===== src/rtl/fetch_unit_pkg.sv =====
// fetch_unit_pkg: shared widths and FSM encoding for the fetch path.
// No ports; imported by the interface, the fetch FSM and its buffer.
package fetch_unit_pkg;

  localparam int ADDR_W_DEF = 8;
  localparam int DATA_W_DEF = 8;
  localparam int DEPTH_DEF  = 2;

  typedef enum logic [1:0] {
    IDLE = 2'd0,
    REQ  = 2'd1,
    DROP = 2'd2
  } fetch_state_e;

endpackage


===== src/rtl/fetch_unit_if.sv =====
// fetch_unit_if: program-memory read bus plus instruction-byte handshake.
// master = fetch unit (drives mem_req/mem_addr/instr_*), slave = memory+decoder.
interface fetch_unit_if
  import fetch_unit_pkg::*;
#(
  parameter int ADDR_W = ADDR_W_DEF,
  parameter int DATA_W = DATA_W_DEF
) ();

  logic              mem_req;
  logic [ADDR_W-1:0] mem_addr;
  logic              mem_ack;
  logic [DATA_W-1:0] mem_rdata;

  logic              instr_valid;
  logic [DATA_W-1:0] instr_data;
  logic [ADDR_W-1:0] instr_addr;
  logic              instr_ready;

  modport master (
    output mem_req,
    output mem_addr,
    input  mem_ack,
    input  mem_rdata,
    output instr_valid,
    output instr_data,
    output instr_addr,
    input  instr_ready
  );

  modport slave (
    input  mem_req,
    input  mem_addr,
    output mem_ack,
    output mem_rdata,
    input  instr_valid,
    input  instr_data,
    input  instr_addr,
    output instr_ready
  );

endinterface


===== src/rtl/fetch_fifo.sv =====
// fetch_fifo: 2-entry prefetch buffer of {addr, byte}; flush beats push/pop.
// Ports: clock, reset_n, push/wdata, pop, flush, rdata (head), count.
module fetch_fifo #(
  parameter int W = 16
) (
  input  logic         clock,
  input  logic         reset_n,
  input  logic         push,
  input  logic [W-1:0] wdata,
  input  logic         pop,
  input  logic         flush,
  output logic [W-1:0] rdata,
  output logic [1:0]   count
);

  logic [W-1:0] ent_q [2];
  logic [W-1:0] ent_d [2];
  logic         wr_q, wr_d;
  logic         rd_q, rd_d;
  logic [1:0]   cnt_q, cnt_d;
  logic         do_push;
  logic         do_pop;

  always_comb begin
    ent_d[0] = ent_q[0];
    ent_d[1] = ent_q[1];
    wr_d     = wr_q;
    rd_d     = rd_q;
    cnt_d    = cnt_q;
    do_pop   = pop && (cnt_q != 2'd0);
    // a full buffer only accepts a byte when the head leaves
    do_push  = push && ((cnt_q != 2'd2) || do_pop);
    if (flush) begin
      wr_d  = 1'b0;
      rd_d  = 1'b0;
      cnt_d = 2'd0;
    end else begin
      if (do_push) begin
        ent_d[wr_q] = wdata;
        wr_d        = ~wr_q;
      end
      if (do_pop) begin
        rd_d = ~rd_q;
      end
      unique case ({do_push, do_pop})
        2'b10:   cnt_d = cnt_q + 2'd1;
        2'b01:   cnt_d = cnt_q - 2'd1;
        default: cnt_d = cnt_q;
      endcase
    end
  end

  always_ff @(posedge clock or negedge reset_n) begin
    if (!reset_n) begin
      ent_q[0] <= '0;
      ent_q[1] <= '0;
      wr_q     <= 1'b0;
      rd_q     <= 1'b0;
      cnt_q    <= 2'd0;
    end else begin
      ent_q[0] <= ent_d[0];
      ent_q[1] <= ent_d[1];
      wr_q     <= wr_d;
      rd_q     <= rd_d;
      cnt_q    <= cnt_d;
    end
  end

  assign rdata = ent_q[rd_q];
  assign count = cnt_q;

endmodule


===== src/rtl/fetch_unit.sv =====
// fetch_unit: one-outstanding-read instruction prefetcher with flush/drop.
// Ports: clock, reset_n, pc_addr in, pc_inc out, flush in, bus (master).
module fetch_unit
  import fetch_unit_pkg::*;
#(
  parameter int ADDR_W = ADDR_W_DEF,
  parameter int DATA_W = DATA_W_DEF,
  parameter int DEPTH  = DEPTH_DEF
) (
  input  logic              clock,
  input  logic              reset_n,
  input  logic [ADDR_W-1:0] pc_addr,
  output logic              pc_inc,
  input  logic              flush,
  fetch_unit_if.master      bus
);

  localparam int EW = ADDR_W + DATA_W;

  fetch_state_e      state_q, state_d;
  logic [ADDR_W-1:0] mem_addr_q, mem_addr_d;
  logic              push;
  logic              pop;
  logic              valid;
  logic [1:0]        count;
  logic [EW-1:0]     head;

  always_comb begin
    state_d    = state_q;
    mem_addr_d = mem_addr_q;
    push       = 1'b0;
    pc_inc     = 1'b0;
    unique case (state_q)
      IDLE: begin
        if (!flush && (int'(count) < DEPTH)) begin
          state_d    = REQ;
          mem_addr_d = pc_addr;
        end
      end
      REQ: begin
        if (bus.mem_ack) begin
          state_d = IDLE;
          if (!flush) begin
            push   = 1'b1;
            pc_inc = 1'b1;
          end
        end else if (flush) begin
          // the read is still in flight; wait it out and throw it away
          state_d = DROP;
        end
      end
      DROP: begin
        if (bus.mem_ack) begin
          state_d = IDLE;
        end
      end
      default: state_d = IDLE;
    endcase
  end

  always_ff @(posedge clock or negedge reset_n) begin
    if (!reset_n) begin
      state_q    <= IDLE;
      mem_addr_q <= '0;
    end else begin
      state_q    <= state_d;
      mem_addr_q <= mem_addr_d;
    end
  end

  assign valid = (count != 2'd0);
  assign pop   = valid && bus.instr_ready;

  fetch_fifo #(
    .W (EW)
  ) u_fifo (
    .clock   (clock),
    .reset_n (reset_n),
    .push    (push),
    .wdata   ({mem_addr_q, bus.mem_rdata}),
    .pop     (pop),
    .flush   (flush),
    .rdata   (head),
    .count   (count)
  );

  assign bus.mem_req     = (state_q != IDLE);
  assign bus.mem_addr    = mem_addr_q;
  assign bus.instr_valid = valid;
  assign bus.instr_addr  = head[EW-1:DATA_W];
  assign bus.instr_data  = head[DATA_W-1:0];

endmodule

===== src/flat_wrapper.sv =====
// flat-port wrapper written by rule: the top's interface ports become plain ports
module fetch_unit_flat import fetch_unit_pkg::*;
#(
  parameter int ADDR_W = ADDR_W_DEF,
  parameter int DATA_W = DATA_W_DEF,
  parameter int DEPTH  = DEPTH_DEF
)
  (clock, reset_n, pc_addr, pc_inc, flush, bus_mem_req, bus_mem_addr, bus_mem_ack, bus_mem_rdata, bus_instr_valid, bus_instr_data, bus_instr_addr, bus_instr_ready);
  fetch_unit_if #(.ADDR_W(ADDR_W), .DATA_W(DATA_W)) bus_i ();
  input  logic clock;
  input  logic reset_n;
  input  logic [ADDR_W-1:0] pc_addr;
  output logic pc_inc;
  input  logic flush;
  output wire logic [$bits(bus_i.mem_req)-1:0] bus_mem_req;
  output wire logic [$bits(bus_i.mem_addr)-1:0] bus_mem_addr;
  input wire logic [$bits(bus_i.mem_ack)-1:0] bus_mem_ack;
  input wire logic [$bits(bus_i.mem_rdata)-1:0] bus_mem_rdata;
  output wire logic [$bits(bus_i.instr_valid)-1:0] bus_instr_valid;
  output wire logic [$bits(bus_i.instr_data)-1:0] bus_instr_data;
  output wire logic [$bits(bus_i.instr_addr)-1:0] bus_instr_addr;
  input wire logic [$bits(bus_i.instr_ready)-1:0] bus_instr_ready;
  assign bus_mem_req = bus_i.mem_req;
  assign bus_mem_addr = bus_i.mem_addr;
  assign bus_i.mem_ack = bus_mem_ack;
  assign bus_i.mem_rdata = bus_mem_rdata;
  assign bus_instr_valid = bus_i.instr_valid;
  assign bus_instr_data = bus_i.instr_data;
  assign bus_instr_addr = bus_i.instr_addr;
  assign bus_i.instr_ready = bus_instr_ready;
  fetch_unit #(.ADDR_W(ADDR_W), .DATA_W(DATA_W), .DEPTH(DEPTH)) u_core (.clock(clock), .reset_n(reset_n), .pc_addr(pc_addr), .pc_inc(pc_inc), .flush(flush), .bus(bus_i));
endmodule

===== config.mk =====
export PLATFORM = sky130hd
export DESIGN_NAME = fetch_unit_flat
export DESIGN_NICKNAME = d
export VERILOG_FILES = /design/src/rtl/fetch_unit_pkg.sv /design/src/rtl/fetch_unit_if.sv /design/src/rtl/fetch_fifo.sv /design/src/rtl/fetch_unit.sv /design/src/flat_wrapper.sv
export SDC_FILE = /design/constraint.sdc
export NUM_CORES = 1
export LEC_CHECK = 0
export ABC_AREA = 1
export CAP_MARGIN = 40
export CORE_ASPECT_RATIO = 2
export CORE_MARGIN = 2
export CORE_UTILIZATION = 54
export DETAILED_ROUTE_END_ITERATION = 10
export MAX_ROUTING_LAYER = met4
export PLACE_DENSITY = 0.85
export SYNTH_ARGS = -nofsm -noshare
export SYNTH_HDL_FRONTEND = slang
export SYNTH_SLANG_ARGS = --single-unit
export TNS_END_PERCENT = 50

===== constraint.sdc =====
create_clock -name clock -period 3.1 [get_ports clock]
set_input_delay 0.775 -clock clock [delete_from_list [all_inputs] [get_ports clock]]
set_output_delay 0.775 -clock clock [all_outputs]
set_load 0.01 [all_outputs]

Word-level counts from Yosys, hierarchy flattened
Index checks and enable logic that the tools add are counted.
{"block": "classes", "bitwise_logic": 5, "addsub": 2, "n_lt_le_gt_ge": 4, "n_eq_ne": 8, "n_reduce_logical": 16, "n_mux": 20}
{"operator": "$mux W16", "n": 4}
{"operator": "$bwmux W32", "n": 1}
{"operator": "$demux W16 S1", "n": 1}
{"operator": "$mux W2", "n": 5}
{"operator": "$reduce_bool A2 Y1", "n": 4}
{"operator": "$mux W1", "n": 7}
{"operator": "$pmux W2 S3", "n": 1}
{"operator": "$logic_and A1 B1 Y1", "n": 5}
{"operator": "$eq A2 B1 Y1 const B", "n": 2}
{"operator": "$eq A2 B2 Y1 const B", "n": 2}
{"operator": "$ge A2 B2 Y1 const B", "n": 2}
{"operator": "$ne A2 B2 Y1 const B", "n": 2}
{"operator": "$not A1 Y2", "n": 2}
{"operator": "$pmux W2 S2", "n": 1}
{"operator": "$reduce_and A2 Y1", "n": 2}
{"operator": "$ne A3 B3 Y1 const B", "n": 1}
{"operator": "$not A1 Y1", "n": 3}
{"operator": "$reduce_and A3 Y1", "n": 1}
{"operator": "$reduce_bool A3 Y1", "n": 1}
{"operator": "$add A2 B1 Y2 const B", "n": 1}
{"operator": "$logic_not A2 Y1", "n": 1}
{"operator": "$lt A2 B1 Y1 const B", "n": 1}
{"operator": "$lt A2 B2 Y1 const B", "n": 1}
{"operator": "$ne A2 B1 Y1 const B", "n": 1}
{"operator": "3 further kinds", "n": 3}
{"block": "totals", "inputBits": 21, "regBits": 46, "out_inout_bits": 27, "wordCells": 62}

Longest topological paths before layout
Gate-level depths: netlist of the first run.
{"block": "logic_depth", "word_depth": 8, "mapped_depth": 9, "ltp_nobuf": 8}

Hierarchy
From an unflattened synthesis of the first run, not the netlist that was laid out.
{"block": "hier_totals", "hier_cells": 258, "area_unflattened_um2": 2237.1}
{"mod": "fetch_fifo", "seq_area_each_um2": 900.9, "area_per_inst_um2": 1786.7, "n_inst": 1, "cells_each": 206}
{"mod": "fetch_unit", "seq_area_each_um2": 250.2, "area_per_inst_um2": 450.4, "n_inst": 1, "cells_each": 52}

Worst setup path before layout of the first run
Ideal clock, no wire load.
{"block": "synth_path", "kind": "input port to output port", "startpoint": "input flush", "endpoint": "output pc_inc", "path_slack_ns": 1.287, "path_buffers": 0, "stages": 3, "required_ns": 2.325, "t_arrival_ns": 1.038, "cell_sequence": "inv_2 nand2_2 nor2_4"}
{"block": "synth_between", "elab_chain_len": 3}
{"item": "start, declared", "line": "flat_wrapper.sv:14", "rtl": "input logic flush;"}
{"item": "$mux W1", "line": "fetch_unit.sv:43", "rtl": "if (!flush) begin"}
{"item": "$mux W1", "line": "fetch_unit.sv:41", "rtl": "if (bus.mem_ack) begin"}
{"item": "$mux W1", "line": "fetch_unit.sv:33", "rtl": "unique case (state_q)"}
{"item": "end, declared", "line": "flat_wrapper.sv:13", "rtl": "output logic pc_inc;"}
No other way between the ends.

Worst setup path in the final report of the first run
Ends and elaborated chain as after synthesis.

==> results of run 1 <==
[worst max-delay path, stage by stage]
cell and delay (ps):
clkdlybuf4s50_1 490, inv_2 150, nand2_2 80, nor2_4 110, clkdlybuf4s50_1 540
[flip-flops by register name (all words and copies together), names as in the netlist]
name	flops
u_core.bus.mem_addr	8
u_core.u_fifo.count	2
u_core.u_fifo.rd_q	1
u_core.u_fifo.wr_q	1
u_core.u_fifo.ent_q	32
u_core.state_q	2
[final cells by class]
cell class | instances | area (um2) | area share
clock buffer | 7 | 86.33 | 0.03128
sequential | 46 | 1151 | 0.4170
timing repair buffer | 50 | 500.5 | 0.1813
inverter | 26 | 97.59 | 0.03536
tap | 51 | 63.81 | 0.02312
clock inverter | 1 | 5.005 | 0.001813
multi-input combinational | 160 | 855.8 | 0.3101
[metal layers]
| layer | routed length (um) | GRT usage | up-vias |
|---|---|---|---|
| li1 | - | - | 861 |
| met1 | 1752 | 0.2594 | 859 |
| met2 | 2660 | 0.4064 | 37 |
| met3 | 115 | 0.03185 | 9 |
| met4 | 86 | 0.08810 | 0 |
| met5 | 0 | - | - |
[per-stage QoR]
step,cells,area [um2]
floorplan,242,2183
global placement,332,2649
detailed placement,333,2669
CTS,341,2760
global route,341,2760
finish,341,2760
[power groups by stage]
stage          Sequential [mW]  Clock [mW]  Combinational (mW)
2_1_floorplan             1.03           0               0.626
3_3_place_gp              1.04           0                1.12
3_5_place_dp              1.05           0                1.16
4_1_cts                   1.04       0.378                1.17
5_1_grt                   1.07       0.405                1.26
6_report                  1.04       0.372                1.15
[cells by family after synthesis]
kind of cell | share of synthesized area
multiplexers | 0.04126
flip-flops | 0.5272
AND/OR/NAND/NOR | 0.2017
buffers and inverters | 0.08080
AO/OA/AOI/OAI | 0.1490
[how the worst min path moves through the flow]
stage                                          to  depth (start not counted)  slack, ps
after floorplan           u_core.u_fifo.ent_q[13]                          2        460
after global placement     u_core.u_fifo.ent_q[0]                          2        480
after detailed placement  u_core.u_fifo.ent_q[10]                          2        490
after CTS                  u_core.bus.mem_addr[2]                          1        330
after global routing       u_core.bus.mem_addr[1]                          1        330
final                      u_core.bus.mem_addr[2]                          1        330
[layout by cell type, fill, tap and decap left out, drive strengths merged]
| cell | netlist | final |
|---|---|---|
| buf | 5 | 4 |
| clkinv | 0 | 1 |
| nor2 | 8 | 8 |
| nand3 | 10 | 10 |
| a21oi | 3 | 3 |
| dfrtp | 46 | 46 |
| o31ai | 1 | 1 |
| clkbuf | 5 | 7 |
| nand2 | 80 | 80 |
| mux2 | 8 | 8 |
| o21ai | 50 | 50 |
| clkdlybuf4s50 | 0 | 46 |
| inv | 26 | 26 |
==> flow_summary.ini, run 1 <==
[clock_tree]
clock_latency_ps = 290
postCtsSetupBuffers = 0
clock-sinks = 46
postCtsHoldBufs = 0
clk_path_buf_depth = 2
cts_resized = 0
ctsHtreeMaxLevel = 2
cts_buffers = 5
cts_tree = done
root_buffer = clkbuf_8
clkTransAtPathRegs_ps = 80

[logic_synthesis]
yosysUniqueCellTypes = 18
synthFlopType = dfrtp_1
ys_seq_area_frac = 0.5272
ys_ff_latch = 46
ys_warn_count = 0
syn_inst = 242
synth_area_um2 = 2183
synth.area.top_cells = dfrtp_1 53%, nand2_1 13%, o21ai_0 8.3%, o21ai_2 5.6%, inv_1 4.3%
synthArstFlopShare = 1.000
syn_avg_cell_area_um2 = 9.022
synth_top_area_share = 0.5272
yosysMostFrequentCell = nand2_1
yosysTopAreaCell = dfrtp_1
synth_edf_count = 0
synth_nets = 263
synth_common_cells = 74 x nand2_1, 46 x dfrtp_1, 36 x o21ai_0

[flow_run]
cap_violations = 0

[cells_and_area]
fin_util = 0.7107
fill_cells = 324
antennaDiodeCount = 0
nets = 310
drive_gt1_frac = 0.1517
area_growth_syn_to_layout_pct = 26.42

[worst_setup_path]
cp-end-kind = primary output
crit_required_ps = 2320
rrSetupSlack_ps = 1490
cp_max_fo = 6
start_kind = input pin
cp-startpoint = flush
r2r-end = u_core.u_fifo.ent_q[25]
rr_worst_depth = 7
arrival_ps = 2150
worstSetupEndpoint = pc_inc
worst-setup-path-type = input pin to primary output
reg2reg_from = u_core.state_q[1]

[route]
post-route-drc-count = 0
drtAntennaViolNets = 0
totalWireLength_um = 4614
drtIter0Drc = 40
wl_per_cell_um = 13.53
vias_per_cell = 5.179
vias = 1766
drtPass1Iterations = 4

[sta]
whs_ps = 326.7
finalSetupViolations = 0
slew_violations = 0
finClkSkew_ps = 2.634
fin_ws_ps = 170.3
setup-tns-final_ps = 0
max_freq_mhz = 341.3
rsz0062_at_grt = false
layout_min_cycle_time_ps = 2930
worst_pin_slew_ps = 571.2
maxSlewHeadroom = 0.6188
finalCritPeriodShare = 0.9451
final_hold_viol_count = 0

[floorplan]
die_area_um2 = 4599
fp-row-count = 32
initial_core_util = 0.5622
die_width_um = 48.96
core_area_um2 = 3884
fp.dieH_um = 93.93
ios = 48

[run_status]
status = completed

[global_route]
grt_max_degree = 39
antenna_found_initial = 0
grt_overflow = 0
grtUsageTotal = 0.2293
grt_pass1_wl_um = 7948
grt_pass1_vias = 1737

[power_and_ir_drop]
pwr-share-seq = 0.406
clockPowerShare = 0.145
pwr-share-comb = 0.448
cellPowerDensity_nw_per_um2 = 926.8
peakVddDrop_mv = 0.7023
power_leakage_nw = 1.291
total_power_mw = 2.558
p_sw_uw = 924.7
internal-power_mw = 1.633
p_sw_frac = 0.3615

[min_path]
worst_hold_path_type = input pin to asynchronous set/reset pin

[placed_design]
dpl_worst_slack_ps = 182.7
hpwl_um = 3383
finalWeightedCongestion = 0.7166
io_buffers = 47
Note: power is estimated with default switching activity, not from simulation.
==> run 2, diff against run 1 <==
CAP_MARGIN = 10   (was 40)
clock period = 3.5 ns   (was 3.1 ns; I/O delays follow)
==> run 2 against run 1 <==
  * Non-clock buffer count decreased by 2
  * Combinational power shrank 13%
  * Final cell count fell by 0.59%
  * Design area decreased by 1.0%
  * Worst setup slack improved by 230 ps
  * First-iteration DRC count shrank 48%
  * Sequential cell count unchanged
  * Die area unchanged
  * Register-to-register slack improved by 140 ps
  * Worst hold slack better by 170 ps
  * Clock power is 12% lower
  * Critical path type unchanged
==> flow_summary.ini, run 2 (synthesis results as in run 1) <==
[run_status]
status = completed

[worst_setup_path]
worst-setup-path-type = input pin to primary output
crit_required_ps = 2620
cp_slowest_cell = clkdlybuf4s50_1
slowest_delay_ps = 540
cpLargestDelayFamily = buffers and inverters
cp_max_fo = 6
worst-path-buf-inv = 3
cpMostUsedCell = clkdlybuf4s50_1
start_kind = input pin
crit_path_cell_trace = clkdlybuf4s50_1, inv_2, nand2_2, nor2_4, clkdlybuf4s50_1
cp-end-kind = primary output
arrival_ps = 2220

[min_path]
worst_hold_path_type = flop to flop

[sta]
layout_min_cycle_time_ps = 3097
finalCritPeriodShare = 0.8850
slew_violations = 0
setup-tns-final_ps = 0
finalSetupViolations = 0
finClkSkew_ps = 4.613
final_hold_viol_count = 0
maxSlewHeadroom = 0.3504
worst_pin_slew_ps = 974.3
whs_ps = 501.2
rsz0062_at_grt = false
fin_ws_ps = 402.7
max_freq_mhz = 322.9

[power_and_ir_drop]
peakVddDrop_mv = 0.6336
total_power_mw = 2.247
power_leakage_nw = 1.278
cellPowerDensity_nw_per_um2 = 822.4

[clock_tree]
cts_tree = done
cts_buffers = 5
cts_resized = 0
clock_latency_ps = 290
ctsHtreeMaxLevel = 2
clk_path_buf_depth = 2
clock-sinks = 46
postCtsSetupBuffers = 0
root_buffer = clkbuf_8
postCtsHoldBufs = 0
clkTransAtPathRegs_ps = 80

[global_route]
grtUsageTotal = 0.2278
grt_max_degree = 47
grt_pass1_wl_um = 7921
antenna_found_initial = 0
grt_overflow = 0
grt_pass1_vias = 1743

[cells_and_area]
nets = 308
mostFrequentLayoutCells = 74 x nand2_1, 46 x clkdlybuf4s50_1, 46 x dfrtp_1
final_common_cell = nand2_1
area_growth_syn_to_layout_pct = 25.16
fin_area_um2 = 2733
largest_reg_flops = 32
antennaDiodeCount = 0
drive_gt1_frac = 0.1458
top_register = u_core.u_fifo.ent_q

[route]
drtPass1Iterations = 4
drtIter0Drc = 21
drtAntennaViolNets = 0
wl_per_cell_um = 13.08
totalWireLength_um = 4434
vias_per_cell = 5.121
vias = 1736
post-route-drc-count = 0

[placed_design]
hpwl_um = 3219
dpl_worst_slack_ps = 408.6
place_area_um2 = 2641
finalWeightedCongestion = 0.7500
io_buffers = 47

[floorplan]
core_area_um2 = 3884
fp-row-count = 32
die_width_um = 48.96
initial_core_util = 0.5622
die_area_um2 = 4599
fp.dieH_um = 93.93
ios = 48

[flow_run]
cap_violations = 0
## run 2: cell types whose count changed in the layout (fill, tap and decap cells not counted), sizes merged
| cell | previous run | this run |
|---|---|---|
| buf | 4 | 2 |
## run 2: per-stage QoR
step,std cells,util
floorplan,242,-
global placement,331,0.6801
detailed placement,331,0.6801
CTS,339,0.7036
global route,339,0.7036
finish,339,0.7036
## run 2: power by group
part           leakage, nW  internal (mW)  switching (mW)  total, mW
Combinational        0.650          0.516           0.482      0.998
Sequential           0.580          0.767           0.157      0.924
Clock               0.0482          0.159           0.166      0.326
## run 2: final timing paths
check	from	end	slack (ps)	cells after the start
max	flush	pc_inc	400	5
min	u_core.u_fifo.ent_q[14]	u_core.u_fifo.ent_q[14]	500	2
max reg2reg	u_core.state_q[1]	u_core.u_fifo.ent_q[24]	1630	7
min reg2reg	u_core.u_fifo.ent_q[14]	u_core.u_fifo.ent_q[14]	500	2
max in group asynchronous	reset_n	u_core.u_fifo.ent_q[30]	2160	1
min in group asynchronous	reset_n	u_core.bus.mem_addr[3]	730	1
## run 2: layout make-up
| cell class | instances | area (um2) |
|---|---|---|
| fillers | 319 | 1151 |
| flip-flops and latches | 46 | 1151 |
| well taps | 51 | 63.81 |
| inverters | 26 | 97.59 |
| multi-input cells | 160 | 855.8 |
| repair buffers | 48 | 473.0 |
| clock buffers | 7 | 86.33 |
| clock inverters | 1 | 5.005 |
## run 2: worst reg2reg max path, cell delays in order, from the launching register on
cell	delay (ps)
dfrtp_1	410
inv_1	80
nand2_1	100
nor2_4	150
nand2_2	280
nor2_8	560
nand2_1	150
o21ai_2	80
## run 2: per-layer routing
metal,wire length (um),up-vias,GRT usage
met5,0,-,-
li1,-,863,-
met2,2493,30,0.3904
met4,95,0,0.09286
met1,1721,835,0.2655
met3,124,8,0.03503
==> run 3, diff against run 2 <==
SLEW_MARGIN = 20   (was not set)
==> run 3 against run 2 <==
  * Die area unchanged
  * Clock skew unchanged
  * Critical path depth is the same
  * Combinational power hardly changed
  * Clock-buffer cell count unchanged
  * Design area about the same
  * Sequential power about the same
  * Worst setup slack did not move
  * Final cell count unchanged
  * Worst hold slack unchanged
  * Maximum frequency is the same
==> flow_summary.ini, run 3 (synthesis results as in run 1) <==
[cells_and_area]
area_growth_syn_to_layout_pct = 25.27
nets = 308
fill_cells = 318
top_register = u_core.u_fifo.ent_q
final_common_cell = nand2_1
largest_reg_flops = 32
final_cell_count_no_fill = 339
mostFrequentLayoutCells = 74 x nand2_1, 46 x clkdlybuf4s50_1, 46 x dfrtp_1
drive_gt1_frac = 0.1458
antennaDiodeCount = 0

[power_and_ir_drop]
pwr-share-seq = 0.411
internal-power_mw = 1.442
peakVddDrop_mv = 0.6336
power_leakage_nw = 1.278
p_sw_frac = 0.3582
pwr-share-comb = 0.444
cellPowerDensity_nw_per_um2 = 821.8
p_sw_uw = 805.2
clockPowerShare = 0.145

[clock_tree]
cts_tree = done
postCtsSetupBuffers = 0
root_buffer = clkbuf_8
cts_buffers = 5
ctsHtreeMaxLevel = 2
clk_path_buf_depth = 2
clock_latency_ps = 290
cts_resized = 0
clkTransAtPathRegs_ps = 80
postCtsHoldBufs = 0
clock-sinks = 46

[global_route]
grt_overflow = 0
antenna_found_initial = 0
grt_pass1_vias = 1743
grt_max_degree = 47
met1_usage = 0.2655
grtUsageTotal = 0.2278
grtUsageMet3 = 0.03503
grt_pass1_wl_um = 7921
gr-usage-met2 = 0.3904
grt.busiest_layer = met2

[sta]
worst_pin_slew_ps = 558.0
final_hold_viol_count = 0
rsz0062_at_grt = false
max_freq_mhz = 322.9
layout_min_cycle_time_ps = 3097
finClkSkew_ps = 4.613
maxSlewHeadroom = 0.6276
finalSetupViolations = 0
slew_violations = 0
setup-tns-final_ps = 0
finalCritPeriodShare = 0.8850

[floorplan]
fp.dieH_um = 93.93
fp-row-count = 32
die_area_um2 = 4599
initial_core_util = 0.5622
core_area_um2 = 3884
die_width_um = 48.96
ios = 48

[placed_design]
placed_cells_incl_taps = 331
hpwl_um = 3219
finalWeightedCongestion = 0.7500
io_buffers = 47

[min_path]
min_delay_path_depth = 2
worst_hold_path_type = flop to flop

[worst_setup_path]
arrival_ps = 2220
rrSetupSlack_ps = 1630
rr_worst_depth = 7
cp_max_fo = 6
cp-end-kind = primary output
start_kind = input pin
crit_required_ps = 2620
worst-setup-path-type = input pin to primary output

[route]
drtAntennaViolNets = 0
drtPass1Iterations = 4
totalWireLength_um = 4435
drtIter0Drc = 21
post-route-drc-count = 0
wl_per_cell_um = 13.08
vias_per_cell = 5.121
vias = 1736

[flow_run]
cap_violations = 0

[run_status]
status = completed
## run 3: changes by cell type in the layout (fill, tap and decap cells not counted)
cell	before	now
buf_2	1	0
buf_4	1	2
## run 3: metal layers
metal	wire length [um]	up-vias
met3	124	8
li1	-	863
met1	1721	835
met4	95	0
met2	2493	30
met5	0	-
## run 3: critical path, cell delays in order
cell,delay [ps]
clkdlybuf4s50_1,480
inv_2,140
nand2_2,70
nor2_4,100
clkdlybuf4s50_1,540
## run 3: final cells by class
class | count | area, um2 | share of cell area
inverter | 26 | 97.59 | 0.03568
sequential | 46 | 1151 | 0.4209
multi-input combinational | 160 | 855.8 | 0.3129
tap | 51 | 63.81 | 0.02333
clock buffer | 7 | 86.33 | 0.03156
timing repair buffer | 48 | 475.5 | 0.1738
clock inverter | 1 | 5.005 | 0.001830
## run 3: power groups by stage
stage                     Combinational, mW  Sequential (mW)  Clock (mW)
after CTS                              1.02            0.924       0.332
after floorplan                       0.554            0.908           0
after global routing                   1.11            0.954       0.360
final                                 0.998            0.924       0.326
after global placement                0.985            0.923           0
after detailed placement               1.01            0.935           0
## run 3: stage by stage
stage	instance area (um2)	util	setup slack (ps)	hold WS (ps)	power, mW
6_report	2735	0.7043	402.7	501.2	2.248
4_1_cts	2733	0.7036	395.6	505.8	2.272
2_1_floorplan	2183	-	1487	464.7	1.462
5_1_grt	2735	0.7043	315.4	526.3	2.423
3_5_place_dp	2641	0.6801	408.6	487.5	1.947
3_3_place_gp	2641	0.6801	428.7	480.0	1.908
## run 3: path summary, 6_finish.rpt
| check | startpoint | endpoint |
|---|---|---|
| worst max register to register | u_core.state_q[1] | u_core.u_fifo.ent_q[24] |
| max in group asynchronous | reset_n | u_core.u_fifo.ent_q[30] |
| worst max-delay path | flush | pc_inc |
| min in group asynchronous | reset_n | u_core.bus.mem_addr[3] |
| worst min-delay path | u_core.u_fifo.ent_q[14] | u_core.u_fifo.ent_q[14] |
| worst min register to register | u_core.u_fifo.ent_q[14] | u_core.u_fifo.ent_q[14] |
